==> src/rtl/sram_pkg.sv <==
// Shared types and constants for the single-bit SRAM cell: strobe-event
// decode enum, reset value of the stored bit, and the event decode helper.
package sram_pkg;

  typedef enum logic [1:0] {
    OP_NONE  = 2'b00,
    OP_READ  = 2'b01,
    OP_WRITE = 2'b10,
    OP_RW    = 2'b11
  } sram_op_e;

  localparam logic SRAM_RST_BIT = 1'b0;

  // Qualified read/write events map straight onto the enum encoding.
  function automatic sram_op_e decode_op(input logic rd_ev, input logic wr_ev);
    return sram_op_e'({wr_ev, rd_ev});
  endfunction

endpackage

==> src/rtl/sram_pulse_edge.sv <==
// 1-bit rising-edge detector: registers the previous strobe sample and flags
// a 0->1 transition in the current cycle.
module sram_pulse_edge (
  input  logic clk,
  input  logic rst_n,
  input  logic pulse,
  output logic rise
);

  logic prev_reg;

  // History updates every cycle regardless of word line, so a held strobe fires once.
  always_ff @(posedge clk or negedge rst_n) begin
    if (!rst_n) prev_reg <= 1'b0;
    else        prev_reg <= pulse;
  end

  assign rise = pulse & ~prev_reg;

endmodule

==> src/rtl/sram_cell.sv <==
// Single-bit SRAM cell with differential write bit lines and a sense-latched
// read output. Define SRAM_CELL_ERR_EN to add the sticky protocol error flag err.
module sram_cell
  import sram_pkg::*;
(
  input  logic clk,
  input  logic rst_n,
  input  logic WL,
  input  logic BL1in,
  input  logic BL2in,
  input  logic read_pulse,
  input  logic write_pulse,
  output logic BL1out
`ifdef SRAM_CELL_ERR_EN
  ,
  output logic err
`endif
);

  logic     rd_rise;
  logic     wr_rise;
  logic     do_read;
  logic     do_write;
  logic     bl_driven;
  logic     q_reg;
  sram_op_e op;

  sram_pulse_edge u_rd_edge (
    .clk   (clk),
    .rst_n (rst_n),
    .pulse (read_pulse),
    .rise  (rd_rise)
  );

  sram_pulse_edge u_wr_edge (
    .clk   (clk),
    .rst_n (rst_n),
    .pulse (write_pulse),
    .rise  (wr_rise)
  );

  assign op        = decode_op(rd_rise & WL, wr_rise & WL);
  assign bl_driven = BL1in ^ BL2in;

  always_comb begin
    do_read  = 1'b0;
    do_write = 1'b0;
    unique case (op)
      OP_READ:  do_read = 1'b1;
      OP_WRITE: do_write = 1'b1;
      OP_RW: begin
        do_read  = 1'b1;
        do_write = 1'b1;
      end
      default: ;
    endcase
  end

  // Equal bit-line levels (precharged 1/1 or illegal 0/0) leave the cell untouched.
  always_ff @(posedge clk or negedge rst_n) begin
    if (!rst_n)                     q_reg <= SRAM_RST_BIT;
    else if (do_write && bl_driven) q_reg <= BL1in;
  end

  // Sense latch samples the pre-write value, giving read-before-write on OP_RW.
  always_ff @(posedge clk or negedge rst_n) begin
    if (!rst_n)       BL1out <= SRAM_RST_BIT;
    else if (do_read) BL1out <= q_reg;
  end

`ifdef SRAM_CELL_ERR_EN
  logic bl_illegal;

  assign bl_illegal = ~BL1in & ~BL2in;

  always_ff @(posedge clk or negedge rst_n) begin
    if (!rst_n) err <= 1'b0;
    else if ((op == OP_RW) || (do_write && bl_illegal)) err <= 1'b1;
  end
`endif

endmodule

==> config.mk <==
export PLATFORM = sky130hd
export DESIGN_NAME = sram_cell
export DESIGN_NICKNAME = d
export VERILOG_FILES = /design/src/rtl/sram_pkg.sv /design/src/rtl/sram_pulse_edge.sv /design/src/rtl/sram_cell.sv
export SDC_FILE = /design/constraint.sdc
export NUM_CORES = 1
export LEC_CHECK = 0
export CAP_MARGIN = 20
export CORE_AREA = 2 2 39 41
export DETAILED_ROUTE_END_ITERATION = 8
export DIE_AREA = 0 0 41 43
export SYNTH_ARGS = -nofsm -noshare
export SYNTH_HDL_FRONTEND = slang
export SYNTH_HIERARCHICAL = 1
export SYNTH_SLANG_ARGS = --single-unit
export TNS_END_PERCENT = 10
==> constraint.sdc <==
create_clock -name clk -period 0.9 [get_ports clk]
set_input_delay 0.09 -clock clk [delete_from_list [all_inputs] [get_ports clk]]
set_output_delay 0.09 -clock clk [all_outputs]
set_load 0.1 [all_outputs]
==> impl_summary.txt, run 1 <==
----------------------------------------------------
[Critical path]
  Worst path slowest cell ... sky130_fd_sc_hd__dfrtp_4
  Worst setup path category ... register to output port
  Worst setup path start ... BL1out
  Cells along the critical path ... buf_12
  Top Family by Delay on Critical Path ... flip-flops
  Endpoint type of the worst setup path ... output port
  Arrival time reported for the critical path endpoint ... a little under 0.9 ns
  Data required time at the worst endpoint ... 0.81 ns
  R2r startpoint ... u_rd_edge/prev_reg
  Reg2Reg Setup Slack ... -0.06 ns
  Crit path largest cell delay ... 0.48 ns
  Worst path bufs/invs ... 1
  CP Max Fanout ... 2
  Kind of start point of the critical path ... register

[Layout]
  Share of cells above drive strength 1 ... 43.5%
  Synthesis-to-finish area growth ... 74.1%
  Antenna cell count ... 0
  Final Cell Area ... 312 sq um
  Net total in the final layout ... 31
  Count of placed standard cells in the final layout, fillers left out ... 39

[Synthesis]
  Number of instances in the synthesized netlist ... 12
  Count of unique library cells instantiated by Yosys ... 8
  Largest cells by area after synthesis ... sky130_fd_sc_hd__dfrtp_1 56%, sky130_fd_sc_hd__nor2b_4 15%, sky130_fd_sc_hd__mux2_4 8.4%
  Flop and latch count out of synthesis ... 4
  Mean Syn Cell Area ... 14.9 sq um
  Post-Synthesis Net Count ... 19
  Synth Warn # ... 6
  Post-synthesis instance area ... approximately 180 sq um
  Share of synthesized area occupied by flip-flops and latches ... 55.9%
  Area fraction of the dominant cell type after synthesis ... 55.9%
  Post-synthesis cell type with the largest combined area ... sky130_fd_sc_hd__dfrtp_1

[Timing]
  Worst setup slack after layout ... -0.0812 ns
  Final worst path period share ... 109%
  Max transition margin ... between 80 and 90%
  Setup-failing EPs final ... 2
  Final count of pins violating max slew ... 0
  Achievable clock frequency ... 1020 MHz
  Pin slew with the least headroom to its limit ... ~0.18 ns
  Clock tree skew after final layout ... 0.00604 ns
  Setup repair after global routing missed its margin ... true
  Fin Hold WS ... about 0.056 ns
  Setup TNS ... -0.146 ns
  Time the final worst path needs with I/O delays and setup ... 0.981 ns
  Final Hold Viols ... 0

[Placement]
  Number of I/O port buffers ... 7
  Count of placed standard cells including taps ... 35
  Post-place instance area ... 283 sq um
  Placer Congestion ... 0.562

[Pwr]
  Psw ... 127 uW
  Static leakage ... 0.134 nW
  Part of the total power dissipated in sequential elements ... 37.6%
  Comb pwr share ... 17.3%
  Sw frac ... about a quarter
  Clock group share of total power ... 45.1%
  P per Cell Area ... 1720 nW/um^2
  Internal cell power ... 410 uW
  Max VDD drop ... about 0.41 mV

[Die]
  Placeable core region ... 1380 sq um
  Horizontal extent of the die ... a little over 40 um
  Effective utilization at floorplan ... ~13%
  Boundary Pins ... 8
  Die span in y ... 43 um
  Floorplan die area ... ~1800 sq um
  Floorplan row count ... 14

[Clock tree]
  CTS tree ... built
  CTS Hold Buffers Added ... 0
  Root cell of the clock tree ... sky130_fd_sc_hd__clkbuf_4
  Number of sinks handled by clock tree synthesis ... 4
  Post-CTS setup buffer count ... 0
  Clock transition at the registers of the reported paths ... ~0.040 ns
  Total clock buffers created by CTS ... 3
  Maximum buffer depth of the clock tree ... 2
  Clk Latency, worst-skew pair ... 0.23 ns
  CTS H-tree lvls ... 1

[Global route]
  Wire length of the first global-routing pass ... 690 um
  Tot GR Track Use ... under 10%
  Antenna violations before repair ... 0
  Maximum number of pins on one net before global-route repair ... 5
  Grt ovf ... 0
  Vias in the first global route ... 179

[Routing]
  Antenna Violating Nets Remaining ... 0
  Number of design rule violations left after detail routing ... 0
  Detailed-route wire length ... 377 um
  Number of DRC violations after detailed-routing iteration 0 ... 3
  Detailed-route wire length per cell ... 9.67 um
  Via density per instance ... 3.62
  Count of TritonRoute iterations in the first routing pass ... 2
  Total vias in the final route ... 141

[Flow run]
  Max-capacitance violation count ... 0

[Hold path]
  Min-delay worst type ... input port to asynchronous set/reset pin

[Run status]
  Result of the run ... finished, violations left
  Violations in the final reports ... setup timing

----------------------------------------------------
[through the flow]
stage	power, mW	utilization (%)	setup slack [ns]
after floorplan	0.246	-	-0.118
after global placement	0.292	20.4	-0.271
after detailed placement	0.297	20.4	-0.308
after CTS	0.551	22.5	-0.0922
after global routing	0.573	22.5	-0.106
final	0.537	22.5	-0.0812
[timing repair]
action / CTS / global route
pin swaps: 1 / 0
resized for setup: 1 / 0
endpoints found under the setup margin: 3 / 3
[layout make-up]
cell class	instances	area [sq um]
tap	16	20.0
sequential	4	104
multi-input combinational	8	81.3
fill	145	1070
timing repair buffer	7	80.1
clock buffer	4	26.3
[cell families (layout without fill, tap and decap cells)]
| kind of cell | Yosys count | after routing | synth area share, % |
|---|---|---|---|
| AO/OA/AOI/OAI | 1 | 1 | 3.50 |
| buffers and inverters | 0 | 11 | 0 |
| AND/OR/NAND/NOR | 6 | 6 | 32.2 |
| multiplexers | 1 | 1 | 8.39 |
| flip-flops | 4 | 4 | 55.9 |
[synth_stat cells, drive strengths merged]
library cell,instances
mux2,1
a31oi,1
and4b,1
nand2,1
dfrtp,4
nor2b,3
nor3,1
[final timing paths]
kind | to | cells after the start
setup / recovery | BL1out | 1
max in group asynchronous | BL1out | 1
setup reg to reg | BL1out | 3
hold / removal | BL1out | 1
min in group clk | u_wr_edge/prev_reg | 1
hold reg to reg | BL1out | 1
[placed cells by master (no fill, tap or decap), drive strengths merged]
cell           netlist  routed
dfrtp                4       4
nor3                 1       1
nor2b                3       3
mux2                 1       1
clkdlybuf4s50        0       6
and4b                1       1
buf                  0       1
a31oi                1       1
clkbuf               0       4
nand2                1       1
[metal layers]
layer / global-route usage (%) / routed length [um] / vias to the layer above
li1: - / - / 64
met1: 6.21 / 163 / 69
met5: 0 / 0 / -
met2: 8.75 / 179 / 8
met3: 3.14 / 34 / 0
met4: 8.00 / 0 / 0
[power by group through the flow]
stage | Combinational [mW] | Sequential, mW | Clock, mW
3_5_place_dp | 0.0924 | 0.204 | 0
6_report | 0.0931 | 0.202 | 0.242
3_3_place_gp | 0.0893 | 0.203 | 0
2_1_floorplan | 0.0211 | 0.224 | 0
5_1_grt | 0.0983 | 0.202 | 0.273
4_1_cts | 0.0938 | 0.202 | 0.255
No activity file was read; power rests on OpenSTA's default activity.
==> inputs of run 2 (changes only) <==
CORE_AREA = 4 4 41 43   (was 2 2 39 41)
DIE_AREA = 0 0 45 47   (was 0 0 41 43)
==> impl_summary.txt, run 2 (synthesis results as in run 1) <==
----------------------------------------------------
[Routing]
  Number of DRC violations after detailed-routing iteration 0 ... 5 (+2)
  Count of TritonRoute iterations in the first routing pass ... 4 (+2)
  Antenna Violating Nets Remaining ... 0 (unchanged)
  Via density per instance ... 3.67 (+1.4%)
  Detailed-route wire length ... 389 um (+3.2%)
  Number of design rule violations left after detail routing ... 0 (unchanged)
  Detailed-route wire length per cell ... 9.97 um (+3.2%)
  Total vias in the final route ... 143 (+1.4%)

[Timing]
  Max transition margin ... 87.0% (-0.70 points)
  Setup-failing EPs final ... 2 (unchanged)
  Time the final worst path needs with I/O delays and setup ... 0.985 ns (+0.00356 ns)
  Pin slew with the least headroom to its limit ... 0.194 ns (+0.0102 ns)
  Final count of pins violating max slew ... 0 (unchanged)
  Final Hold Viols ... 0 (unchanged)
  Worst setup slack after layout ... -0.0848 ns (-0.00356 ns)
  Clock tree skew after final layout ... 0.00888 ns (+0.00285 ns)
  Final worst path period share ... 109% (+0.40 points)
  Setup TNS ... -0.142 ns (+0.00377 ns)
  Setup repair after global routing missed its margin ... true
  Achievable clock frequency ... 1020 MHz (-0.36%)

[Critical path]
  Arrival time reported for the critical path endpoint ... 0.89 ns (about the same)
  Worst path slowest cell ... sky130_fd_sc_hd__dfrtp_4
  Endpoint type of the worst setup path ... output port
  Kind of start point of the critical path ... register
  Data required time at the worst endpoint ... 0.81 ns (about the same)
  Top Family by Delay on Critical Path ... flip-flops
  Cells along the critical path ... buf_12
  CP Max Fanout ... 2 (unchanged)
  Worst path bufs/invs ... 1 (unchanged)
  Worst setup path category ... register to output port
  Crit path largest cell delay ... 0.48 ns (about the same)

[Clock tree]
  Root cell of the clock tree ... sky130_fd_sc_hd__clkbuf_4
  Clk Latency, worst-skew pair ... 0.24 ns (about the same)
  CTS H-tree lvls ... 1 (unchanged)
  Clock transition at the registers of the reported paths ... 0.04 ns (about the same)
  Maximum buffer depth of the clock tree ... 2 (unchanged)
  Total clock buffers created by CTS ... 3 (unchanged)
  Post-CTS setup buffer count ... 0 (unchanged)
  CTS tree ... built
  Number of sinks handled by clock tree synthesis ... 4 (unchanged)
  CTS Hold Buffers Added ... 0 (unchanged)

[Pwr]
  Clock group share of total power ... 44.9% (-0.2 points)
  P per Cell Area ... 1700 nW/um^2 (-1.1%)
  Internal cell power ... 413 uW (+0.75%)
  Comb pwr share ... 17.8% (+0.5 points)
  Static leakage ... 0.137 nW (+1.7%)
  Psw ... 128 uW (+1.2%)
  Sw frac ... 23.7% (+0.077 points)
  Max VDD drop ... 0.535 mV (+29%)
  Part of the total power dissipated in sequential elements ... 37.2% (-0.4 points)

[Die]
  Placeable core region ... 1300 sq um (-6.0%)
  Floorplan row count ... 13 (-1)
  Die span in y ... 47 um (+9.3%)
  Boundary Pins ... 8 (unchanged)
  Floorplan die area ... 2120 sq um (+20%)
  Effective utilization at floorplan ... 13.8% (+0.82 points)
  Horizontal extent of the die ... 45 um (+9.8%)

[Placement]
  Placer Congestion ... 0.675 (+20%)
  Count of placed standard cells including taps ... 35 (unchanged)
  Number of I/O port buffers ... 7 (unchanged)
  Half-perimeter wire length of the detailed placement result ... 300 um

[Hold path]
  Min-delay worst type ... input port to asynchronous set/reset pin

[Flow run]
  Max-capacitance violation count ... 0 (unchanged)

[Layout]
  Most common cell after layout, fill and taps aside ... sky130_fd_sc_hd__clkdlybuf4s50_1
  Synthesis-to-finish area growth ... 77.6%
  Share of cells above drive strength 1 ... 45.8% (+2.4 points)
  Count of placed standard cells in the final layout, fillers left out ... 39 (unchanged)
  Net total in the final layout ... 32 (+3.2%)
  Top library cells by usage in the layout, fill and taps aside ... 6 x sky130_fd_sc_hd__clkdlybuf4s50_1, 3 x sky130_fd_sc_hd__clkbuf_4, 3 x sky130_fd_sc_hd__dfrtp_1
  Antenna cell count ... 0 (unchanged)

[Global route]
  Antenna violations before repair ... 0 (unchanged)
  Tot GR Track Use ... 4.92% (-1.6 points)
  Grt ovf ... 0 (unchanged)
  Vias in the first global route ... 163 (-8.9%)
  Maximum number of pins on one net before global-route repair ... 5 (unchanged)
  Wire length of the first global-routing pass ... 669 um (-3.0%)

[Run status]
  Violations in the final reports ... setup timing
  Result of the run ... finished, violations left

----------------------------------------------------
[run 2: cell types whose count changed in the layout (fill, tap and decap cells not counted), sizes merged]
cell | before | now
buf | 1 | 2
[run 2: final cells by class]
type	count	area [sq um]
fill	149	983
sequential	4	104
timing repair buffer	8	87.6
multi-input combinational	8	81.3
clock buffer	4	26.3
tap	15	18.8
[run 2: power by group through the flow]
stage | Combinational [mW] | Sequential, mW | Clock [mW]
finish | 0.0967 | 0.202 | 0.243
detailed placement | 0.0951 | 0.204 | 0
floorplan | 0.0211 | 0.224 | 0
global placement | 0.0929 | 0.203 | 0
global route | 0.102 | 0.202 | 0.265
CTS | 0.0979 | 0.202 | 0.251
[run 2: per-layer routing]
layer | GRT usage (%) | share of wire, % | vias up
met2 | 6.78 | 40 | 8
met1 | 5.08 | 46 | 69
met4 | 1.75 | 0 | 0
met5 | 0 | 0 | -
met3 | 4.98 | 14 | 0
li1 | - | - | 66
[run 2: through the flow]
step / setup WS, ns / utilization [%] / hold WS [ns] / cell area, sq um / power, mW
6_report: -0.0848 / 24.4 / 0.0552 / 318 / 0.542
5_1_grt: -0.108 / 24.4 / 0.0662 / 318 / 0.569
4_1_cts: -0.0949 / 24.4 / 0.0567 / 318 / 0.551
3_5_place_dp: -0.298 / 22.2 / 0.310 / 289 / 0.299
3_3_place_gp: -0.268 / 22.2 / 0.300 / 289 / 0.296
2_1_floorplan: -0.118 / - / -0.206 / 183 / 0.246
[run 2: timing repair]
item,in CTS,in global routing
pin swaps,3,0
resized for setup,1,0
endpoints found under the setup margin,3,3
[run 2: path summary, 6_finish.rpt]
path	endpoint	startpoint	slack, ns	cells after the start
setup / recovery	BL1out	BL1out	-0.08	1
hold reg to reg	BL1out	q_reg	0.54	1
max in group asynchronous	BL1out	rst_n	0.66	1
min in group clk	u_rd_edge/prev_reg	read_pulse	0.35	1
setup reg to reg	BL1out	u_rd_edge/prev_reg	-0.06	3
hold / removal	u_wr_edge/prev_reg	rst_n	0.06	1
==> inputs of run 3 (changes only) <==
SLEW_MARGIN = 20   (was default)
==> results of run 3 <==
Final layout, timing and power as in run 2 (identical DEF).
